**config.mk**
```make
export PLATFORM = sky130hd
export DESIGN_NAME = seg7_scan_ctrl
export DESIGN_NICKNAME = d
export VERILOG_FILES = /design/src/rtl/seg7_scan_ctrl.sv
export SDC_FILE = /design/constraint.sdc
export NUM_CORES = 1
export LEC_CHECK = 0
export CAP_MARGIN = 20
export CORE_MARGIN = 2
export CORE_UTILIZATION = 47
export DETAILED_ROUTE_END_ITERATION = 8
export PLACE_DENSITY_LB_ADDON = 0.2
export SLEW_MARGIN = 40
export SYNTH_ARGS = -nofsm -noshare
export SYNTH_HDL_FRONTEND = slang
export SYNTH_SLANG_ARGS = --single-unit
```
**constraint.sdc**
```tcl
create_clock -name clk -period 11.75 [get_ports clk]
set_input_delay 2.35 -clock clk [delete_from_list [all_inputs] [get_ports clk]]
set_output_delay 2.35 -clock clk [all_outputs]
set_load 0.02 [all_outputs]
```
**src/rtl/seg7_scan_ctrl.sv**
```systemverilog
// Multiplexed 7-segment controller: double-dabble BCD conversion,
// digit scanning, leading-zero blanking, decimal points and blink.
module seg7_scan_ctrl #(
  parameter int NUM_DIGITS   = 4,
  parameter int BIN_W        = 14,
  parameter int DIGIT_CYCLES = 262144,
  parameter int BLINK_CYCLES = 50000000
) (
  input  logic                  clk,
  input  logic                  reset,
  input  logic                  load,
  input  logic [BIN_W-1:0]      value,
  input  logic                  blank_lz,
  input  logic [NUM_DIGITS-1:0] dp_mask,
  input  logic                  blink_en,
  output logic                  busy,
  output logic                  overflow,
  output logic [NUM_DIGITS-1:0] anode,
  output logic [6:0]            seg,
  output logic                  dp
);

  localparam int BCD_W = 4 * NUM_DIGITS;
  localparam int SR_W  = BCD_W + BIN_W;
  localparam int CW    = $clog2(BIN_W + 1);
  localparam int RW    =
    DIGIT_CYCLES > 1 ? $clog2(DIGIT_CYCLES) : 1;
  localparam int KW    =
    BLINK_CYCLES > 1 ? $clog2(BLINK_CYCLES) : 1;
  localparam int IW    =
    NUM_DIGITS > 1 ? $clog2(NUM_DIGITS) : 1;

  localparam logic [RW-1:0] REF_MAX = RW'(DIGIT_CYCLES - 1);
  localparam logic [KW-1:0] BLK_MAX = KW'(BLINK_CYCLES - 1);
  localparam logic [IW-1:0] IDX_MAX = IW'(NUM_DIGITS - 1);
  localparam logic [CW-1:0] SH_MAX  = CW'(BIN_W - 1);

  typedef enum logic [1:0] {
    IDLE,
    SHIFT,
    DONE
  } state_t;

  state_t            state;
  logic [SR_W-1:0]   sr;
  logic [SR_W-1:0]   sr_adj;
  logic [CW-1:0]     sh_cnt;
  logic              ovf_acc;
  logic [BCD_W-1:0]  disp;

  logic [RW-1:0]     ref_cnt;
  logic [IW-1:0]     idx;
  logic [KW-1:0]     blk_cnt;
  logic              phase;

  logic [3:0]            digit;
  logic [NUM_DIGITS-1:0] lz;
  logic                  zero_above;
  logic                  lit;
  logic [6:0]            seg_nx;
  logic [NUM_DIGITS-1:0] an_nx;
  logic                  dp_nx;

  function automatic logic [6:0] dec7(input logic [3:0] d);
    case (d)
      4'd0:    dec7 = 7'b0000001;
      4'd1:    dec7 = 7'b1001111;
      4'd2:    dec7 = 7'b0010010;
      4'd3:    dec7 = 7'b0000110;
      4'd4:    dec7 = 7'b1001100;
      4'd5:    dec7 = 7'b0100100;
      4'd6:    dec7 = 7'b0100000;
      4'd7:    dec7 = 7'b0001111;
      4'd8:    dec7 = 7'b0000000;
      4'd9:    dec7 = 7'b0000100;
      default: dec7 = 7'b1111111;
    endcase
  endfunction

  // Add-3 on every BCD nibble ahead of the shift
  always_comb begin
    sr_adj = sr;
    for (int i = 0; i < NUM_DIGITS; i++) begin
      if (sr[BIN_W+4*i +: 4] >= 4'd5)
        sr_adj[BIN_W+4*i +: 4] =
          sr[BIN_W+4*i +: 4] + 4'd3;
    end
  end

  always_ff @(posedge clk or posedge reset) begin
    if (reset) begin
      state    <= IDLE;
      sr       <= '0;
      sh_cnt   <= '0;
      ovf_acc  <= 1'b0;
      busy     <= 1'b0;
      overflow <= 1'b0;
      disp     <= '0;
    end else begin
      unique case (state)
        IDLE: begin
          if (load) begin
            sr      <= {{BCD_W{1'b0}}, value};
            sh_cnt  <= '0;
            ovf_acc <= 1'b0;
            busy    <= 1'b1;
            state   <= SHIFT;
          end
        end
        SHIFT: begin
          sr      <= {sr_adj[SR_W-2:0], 1'b0};
          ovf_acc <= ovf_acc | sr_adj[SR_W-1];
          sh_cnt  <= sh_cnt + 1'b1;
          if (sh_cnt == SH_MAX)
            state <= DONE;
        end
        DONE: begin
          disp     <= sr[SR_W-1 -: BCD_W];
          overflow <= ovf_acc;
          busy     <= 1'b0;
          state    <= IDLE;
        end
        default: state <= IDLE;
      endcase
    end
  end

  always_ff @(posedge clk or posedge reset) begin
    if (reset) begin
      ref_cnt <= '0;
      idx     <= '0;
    end else if (ref_cnt == REF_MAX) begin
      ref_cnt <= '0;
      idx     <= (idx == IDX_MAX) ? '0 : idx + 1'b1;
    end else begin
      ref_cnt <= ref_cnt + 1'b1;
    end
  end

  always_ff @(posedge clk or posedge reset) begin
    if (reset) begin
      blk_cnt <= '0;
      phase   <= 1'b1;
    end else if (!blink_en) begin
      blk_cnt <= '0;
      phase   <= 1'b1;
    end else if (blk_cnt == BLK_MAX) begin
      blk_cnt <= '0;
      phase   <= ~phase;
    end else begin
      blk_cnt <= blk_cnt + 1'b1;
    end
  end

  // lz[i]: digit i and everything above it are zero
  always_comb begin
    digit      = disp[4*int'(idx) +: 4];
    lz         = '0;
    zero_above = 1'b1;
    for (int i = NUM_DIGITS - 1; i >= 1; i--) begin
      zero_above = zero_above &
                   (disp[4*i +: 4] == 4'd0);
      lz[i]      = zero_above;
    end
    lit = ~blink_en | phase;
    if (overflow)
      seg_nx = 7'b1111110;
    else if (blank_lz && lz[idx])
      seg_nx = 7'b1111111;
    else
      seg_nx = dec7(digit);
    an_nx = '1;
    if (lit)
      an_nx[idx] = 1'b0;
    dp_nx = lit ? ~dp_mask[idx] : 1'b1;
  end

  always_ff @(posedge clk or posedge reset) begin
    if (reset) begin
      anode <= '1;
      seg   <= 7'b1111111;
      dp    <= 1'b1;
    end else begin
      anode <= an_nx;
      seg   <= seg_nx;
      dp    <= dp_nx;
    end
  end

endmodule

```
Yosys cells after proc, flatten, opt, wreduce, memory -nomap -nowiden

Memories as Yosys holds them, arrays and structs flattened.
Index checks and enable logic that the tools add are counted.
Widths: inputs -> output; s select.

Register bits after elaboration: 114
Bits in read-only memories: 112
Output and inout port bits: 14
Word-level logic and storage cells: 89
Memories kept: 1

Memory list:

| memory          | depth | bits a word | read ports | clocked after Yosys merged registers in | wr ports | line | RTL |
|---|---|---|---|---|---|---|---|
| (no name shown) | 16    | 7           | 1          | 0                                       | 0        | 65   | `case (d)` |

$add $sub $neg: 8
Magnitude comparators: 6
Eq/ne operators: 9
Shifts and indexed selects: 1
Multiplexer cells: 31
Bitwise operators: 8
Reductions and logical operators: 11

Operators by type and width:

| cell                  | count |
|---|---|
| $pmux 30 s2           | 1 |
| $mux 26               | 2 |
| $mux 30               | 1 |
| $add 26x1->26 const B | 1 |
| $eq 26x26->1 const B  | 1 |
| $mux 4                | 6 |
| $add 18x1->18 const B | 1 |
| $eq 18x18->1 const B  | 1 |
| $mux 18               | 1 |
| $add 4x2->4 const B   | 4 |
| $ge 4x3->1 const B    | 4 |
| $shiftx 16x5->4       | 1 |
| $mux 7                | 2 |
| $logic_not 4->1       | 3 |
| $mux 1                | 8 |
| $pmux 4 s2            | 1 |
| $mux 2                | 3 |
| $reduce_and 2->1      | 3 |
| $add 4x1->4 const B   | 1 |
| $bmux 1 s2            | 2 |
| $eq 2x2->1 const B    | 2 |
| $eq 4x4->1 const B    | 1 |
| $ne 2x2->1 const B    | 2 |
| $not 4->4             | 1 |
| other kinds (14)      | 21 |

Longest topological paths before layout

Gate-level depths: netlist (run 1).

Depth after elaboration: 8
Gate-level depth with buffers: 8

Worst setup path before layout (run 1)

No wires, ideal clock.

Path kind: input-to-reg
Start: in load
End: reg sr[0]
Setup time: 0.083 ns
Data arrival time: 3.129 ns
Slack: 8.538 ns
Stages: 4
Path buffers: 1
Path through: nor2b_1 -> clkbuf_1 -> a21oi_1 -> o21ai_0

Longest elaborated chain between the ends: 2

Ends and longest elaborated chain:

| what                              | line | RTL |
|---|---|---|
| from (decl)                       | 11   | `input logic load,` |
| $ne 2x2->1 (no source line)       | --   |  |
| $reduce_and 2->1 (no source line) | --   |  |
| to (signal assigned)              | 103  | `sr <= {{BCD_W{1'b0}}, value};` |
| to (signal assigned)              | 111  | `sr <= {sr_adj[SR_W-2:0], 1'b0};` |
| to (decl)                         | 45   | `logic [SR_W-1:0] sr;` |

No other way between the ends.
A chain may end at the register's enable or synchronous reset.

Worst setup path after layout (run 1)

Start: reg seg[2]
End: out seg[2]

RTL lines:

| what                   | line | RTL |
|---|---|---|
| from (decl)            | 19   | `output logic [6:0] seg,` |
| from (signal assigned) | 185  | `seg <= seg_nx;` |

No word-level cell between the ends.

==> results of run 1 <==
cell families (layout without fill, tap and decap cells):
group	after synthesis	after routing	synth area share
XOR/XNOR	32	32	0.04917
multiplexers	31	31	0.07024
buffers and inverters	48	98	0.03490
flip-flops	114	114	0.5033
adder cells (fa/ha/maj)	22	22	0.04829
AND/OR/NAND/NOR	184	184	0.1697
AO/OA/AOI/OAI	120	120	0.1245
layout make-up:
class | count | area [um2] | share of cell area
Sequential cell | 114 | 2869 | 0.4221
Multi-Input combinational cell | 389 | 2635 | 0.3877
Clock buffer | 25 | 495.5 | 0.07290
Timing Repair Buffer | 42 | 412.9 | 0.06075
Tap cell | 147 | 183.9 | 0.02706
Clock inverter | 5 | 100.1 | 0.01473
Inverter | 26 | 100.1 | 0.01473
flip-flops by register name, summed over array words and instances, names as in the netlist:
signal and count:
anode 4, blk_cnt 26, busy 1, disp 16
dp 1, idx 2, overflow 1, ovf_acc 1
phase 1, ref_cnt 18, seg 7, sh_cnt 4
sr 30, state 2
worst paths after layout:
check	to	slack (ns)	start	depth (start not counted)
worst min register to register	ref_cnt[0]$_DFF_PP0_	0.45	ref_cnt[0]$_DFF_PP0_	1
max in group asynchronous	sr[4]$_DFFE_PP0P_	8.39	reset	3
min in group asynchronous	blk_cnt[17]$_DFF_PP0_	2.38	reset	2
worst max-delay path	seg[2]	7.88	seg[2]$_DFF_PP1_	1
worst max register to register	blk_cnt[2]$_DFF_PP0_	9.23	blk_cnt[16]$_DFF_PP0_	5
worst min-delay path	ref_cnt[0]$_DFF_PP0_	0.45	ref_cnt[0]$_DFF_PP0_	1
power breakdown:
part | switching [W] | total [W] | internal, W
Clock | 0.000165 | 0.000517 | 0.000352
Combinational | 0.000185 | 0.000350 | 0.000164
Sequential | 0.0000804 | 0.000560 | 0.000479
Total | 0.000430 | 0.00143 | 0.000996
per-layer routing:
layer / share of wire / vias up / global-route usage / wire length, um
li1: - / 2027 / - / -
met1: 0.48 / 2042 / 0.2567 / 5476
met4: 0.015 / 0 / 0.06260 / 165
met5: 0 / - / 0 / 0
met2: 0.47 / 75 / 0.2921 / 5289
met3: 0.038 / 12 / 0.05982 / 436
cell usage in the layout (no fill, tap or decap), types with 22 or more instances in the layout:
| cell | instances |
|---|---|
| dfrtp_1 | 101 |
| o21ai_0 | 50 |
| nand2_1 | 41 |
| a21oi_1 | 36 |
| clkdlybuf4s50_1 | 36 |
| nor2_1 | 30 |
| nand3_1 | 26 |
| inv_1 | 25 |
| mux2_2 | 22 |
| ha_1 | 22 |
stage by stage:
step                power (W)    util  instance area, um2  setup WS [ns]
detailed placement  0.0009148  0.5203                6197          7.477
floorplan           0.0008063       -                5700          6.406
finish               0.001426  0.5706                6797          7.883
global route         0.001517  0.5706                6797          7.758
global placement    0.0008945  0.5191                6183          7.295
CTS                  0.001437  0.5703                6793          7.862
==> qor.yml, run 1 <==
synth_area_leaders: "dfrtp_1 44%, dfstp_2 6.0%, ha_1 4.8%"
power.density_mw_per_mm2: 209.9
yosysWarningCount: 0
critPathLaunchType: "register"
synth_flop_cell: "dfrtp_1"
die_h_um: 114.1
tritoncts: "built"
peakVddDrop_v: 0.0001527
p_leak_nw: 2.880
synth_top_area_cell: "dfrtp_1"
yosysSeqAreaShare: 0.5033
worstSetupEndpointType: "output port"
cts_hold_buf: 0
vias_per_cell: 5.556
place_hpwl_mm: 7.495
fin_skew_ns: 0.007944
fin_cells: 748
wire_per_inst_um: 15.20
cts_setup_buffers: 0
maxCapViolations: 0
crit_buf_inv: 1
grt_max_degree: 66
tns_ns: 0
synth.cells.most_frequent: "101 x dfrtp_1, 50 x o21ai_0, 41 x nand2_1, 36 x a21oi_1, 30 x nor2_1"
portBuffers: 36
drtPass1Iterations: 4
relSlewSlack: 0.5529
grt_pass1_vias: 4116
ys_types: 45
numCtsBuffers: 17
status: "complete, no violations"
synth_top_area_share: 0.4434
drt_iter0_drc: 333
die_area_mm2: 0.01303
rows: 40
cts-resized-gates: 0
slowest_delay_ns: 0.60
grt_pass1_wl_mm: 19.58
area_delta_synth_final_pct: 19.23
final_nets: 635
synth_fp_nets: 596
clk_path_buf_depth: 2
hold_ws_ns: 0.4494
fmax_ghz: 0.2586
avgSynthCellArea_um2: 10.35
rsz0062_at_grt: "no"
min_path_type: "reg2reg"
finalMaxSlewViolations: 0
cts.sinks: 114
place_inst: 718
drc_errors: 0
antenna_found_initial: 0
crit_arrival_ns: 1.52
critical_path.top_delay_family: "buffers and inverters"
finalSetupViolCount: 0
tightest_slew_ns: 0.6707
core_area_mm2: 0.01191
period_needed_ns: 3.867
h-tree-depth: 4
overflow: 0
synth.most_common_cell: "dfrtp_1"
worstPathCellList: "clkdlybuf4s50_1"
critPathRequiredTime_ns: 9.40
cp_max_fo: 1
path_clk_slew_ns: 0.05
grt.total_usage: 0.1897
async_reset_ff_frac: 1.000
worstSetupPathType: "reg2out"
fill_cells: 1030
root_buffer: "clkbuf_16"
synthesis.area_mm2: 0.005700
ys_seq_elements: 114
vias: 4156
synth_cells: 551
cp_slowest_cell: "clkdlybuf4s50_1"
ant_nets: 0
initial_core_util: 0.4786
fin_crit_sh: 0.3291
clock_latency_ns: 0.41
drt_wl_total_mm: 11.37
diodes: 0
drive_gt1_frac: 0.1314
globalplace.congestion: 0.8011
synth_edf_count: 0
die_width_um: 114.1
finalHoldViolCount: 0
ios: 37
(Power assumes the default switching activity.)
==> run 2, diff against run 1 <==
==> constraint.sdc (replaced) <==
create_clock -name clk -period 4 [get_ports clk]
set_input_delay 0.8 -clock clk [delete_from_list [all_inputs] [get_ports clk]]
set_output_delay 0.8 -clock clk [all_outputs]
set_load 0.02 [all_outputs]
==> run 2 against run 1 <==
Setup slack worse by 6.4 ns; global-route usage is 0.15 points lower; combinational power grew to 2.9 times the previous value; clock power grew to 2.9 times the previous value; critical endpoint is now blk_cnt[17]$_DFF_PP0_; highest routed layer unchanged; sequential share of layout area hardly changed; die area stayed put; core utilization hardly changed; register-to-register slack worse by 7.7 ns; first-iteration DRC count is 38% lower.
==> qor.yml, run 2 (synthesis results as in run 1) <==
numCtsBuffers: 17
die_area_mm2: 0.01303
worstPathCellList: "or4_1 -> or4_4 -> o31ai_4 -> buf_6 -> a21oi_1"
overflow: 0
drt_iter0_drc: 208
fin_ws_ns: 1.500
clk_path_buf_depth: 2
cts-resized-gates: 0
tritoncts: "built"
fin_skew_ns: 0.007202
top_regs: "sr: 30 flops, blk_cnt: 26 flops, ref_cnt: 18 flops"
grt_pass1_wl_mm: 19.33
p_leak_nw: 2.882
fmax_ghz: 0.3999
fill_cells: 987
finalMaxSlewViolations: 0
rsz0062_at_grt: "no"
final_nets: 636
ios: 37
tightest_slew_ns: 0.6910
worstSetupPathType: "reg2reg"
globalplace.congestion: 0.8195
tns_ns: 0
period_needed_ns: 2.500
vias_per_cell: 5.603
cts_hold_buf: 0
wire_per_inst_um: 14.88
regMostFlops: "sr"
crit_arrival_ns: 2.79
min_path_type: "reg2reg"
relSlewSlack: 0.5393
grt_pass1_vias: 4149
critPathLaunchType: "register"
worstSetupEndpointType: "register"
place_hpwl_mm: 7.459
vias: 4202
finalSetupViolCount: 0
power.density_mw_per_mm2: 611.0
slowest_delay_ns: 0.57
finish.utilization: 0.5709
r2r_slack_ns: 1.50
clock_latency_ns: 0.41
maxCapViolations: 0
cts_setup_buffers: 0
hp-start: "ref_cnt[0]$_DFF_PP0_"
h-tree-depth: 4
crit_start: "blk_cnt[16]$_DFF_PP0_"
drc_errors: 0
area_delta_synth_final_pct: 19.29
die_width_um: 114.1
die_h_um: 114.1
largest_reg_flops: 30
path_clk_slew_ns: 0.05
r2r-start: "blk_cnt[16]$_DFF_PP0_"
hold_ws_ns: 0.4520
status: "complete, no violations"
ant_nets: 0
fin_crit_sh: 0.6251
root_buffer: "clkbuf_16"
fin_cells: 750
peakVddDrop_v: 0.0004571
drtPass1Iterations: 4
final-seq-area_mm2: 0.002869
core_area_mm2: 0.01191
finalHoldViolCount: 0
initial_core_util: 0.4786
cts.sinks: 114
portBuffers: 36
drive_gt1_frac: 0.1376
cp_max_fo: 13
drt_wl_total_mm: 11.16
place_inst: 719
rows: 40
grt.total_usage: 0.1882
diodes: 0
multiInputGateArea_mm2: 0.002633
grt_max_degree: 68
final_common_cell: "dfrtp_1"
cp_slowest_cell: "or4_4"
critPathRequiredTime_ns: 4.28
final_cell_mix: "101 x dfrtp_1, 50 x o21ai_0, 41 x nand2_1"
antenna_found_initial: 0
pre_cts_ws_ns: 1.320
-- run 2: cell count changes in the layout (fill, tap and decap cells not counted), moves of 2 or more --
cell | previous run | this run
clkbuf_8 | 4 | 1
clkinv_2 | 2 | 7
clkinvlp_4 | 0 | 2
clkbuf_1 | 4 | 1
-- run 2: power by group --
part           switching [W]  total [W]  internal, W  leakage (nW)
clock               0.000506    0.00149     0.000981         0.288
sequential          0.000234    0.00164      0.00141          1.47
combinational       0.000541    0.00103     0.000486          1.12
total                0.00128    0.00415      0.00287          2.88
-- run 2: cell type report --
type,instances,area share
Clock buffer,19,0.06513
Clock inverter,12,0.02061
Inverter,26,0.01509
Multi-Input combinational cell,389,0.3871
Sequential cell,114,0.4219
Tap cell,147,0.02705
Timing Repair Buffer,43,0.06311
-- run 2: metrics by stage --
stage | instance area [um2] | total power, W
2_1_floorplan | 5700 | 0.002369
3_3_place_gp | 6203 | 0.002642
3_5_place_dp | 6215 | 0.002689
4_1_cts | 6798 | 0.004195
5_1_grt | 6800 | 0.004417
6_report | 6800 | 0.004155
-- run 2: path summary, 6_finish.rpt --
path	to	depth (start not counted)
max in group asynchronous	dp$_DFF_PP1_	3
worst max-delay path	blk_cnt[17]$_DFF_PP0_	5
worst min-delay path	ref_cnt[0]$_DFF_PP0_	1
worst max register to register	blk_cnt[17]$_DFF_PP0_	5
min in group asynchronous	ref_cnt[14]$_DFF_PP0_	2
worst min register to register	ref_cnt[0]$_DFF_PP0_	1
-- run 2: critical path, delay by kind of cell, from the launching register on --
family | cells | cell delay, ns
AO/OA/AOI/OAI | 2 | 0.59
flip-flops | 1 | 0.44
AND/OR/NAND/NOR | 2 | 1.11
buffers and inverters | 1 | 0.24
-- run 2: per-layer routing --
layer / up-vias / track usage / part of all wire
met3: 14 / 0.05241 / 0.039
li1: 2042 / - / -
met2: 77 / 0.3008 / 0.47
met5: - / 0 / 0
met1: 2069 / 0.2454 / 0.47
met4: 0 / 0.07154 / 0.016
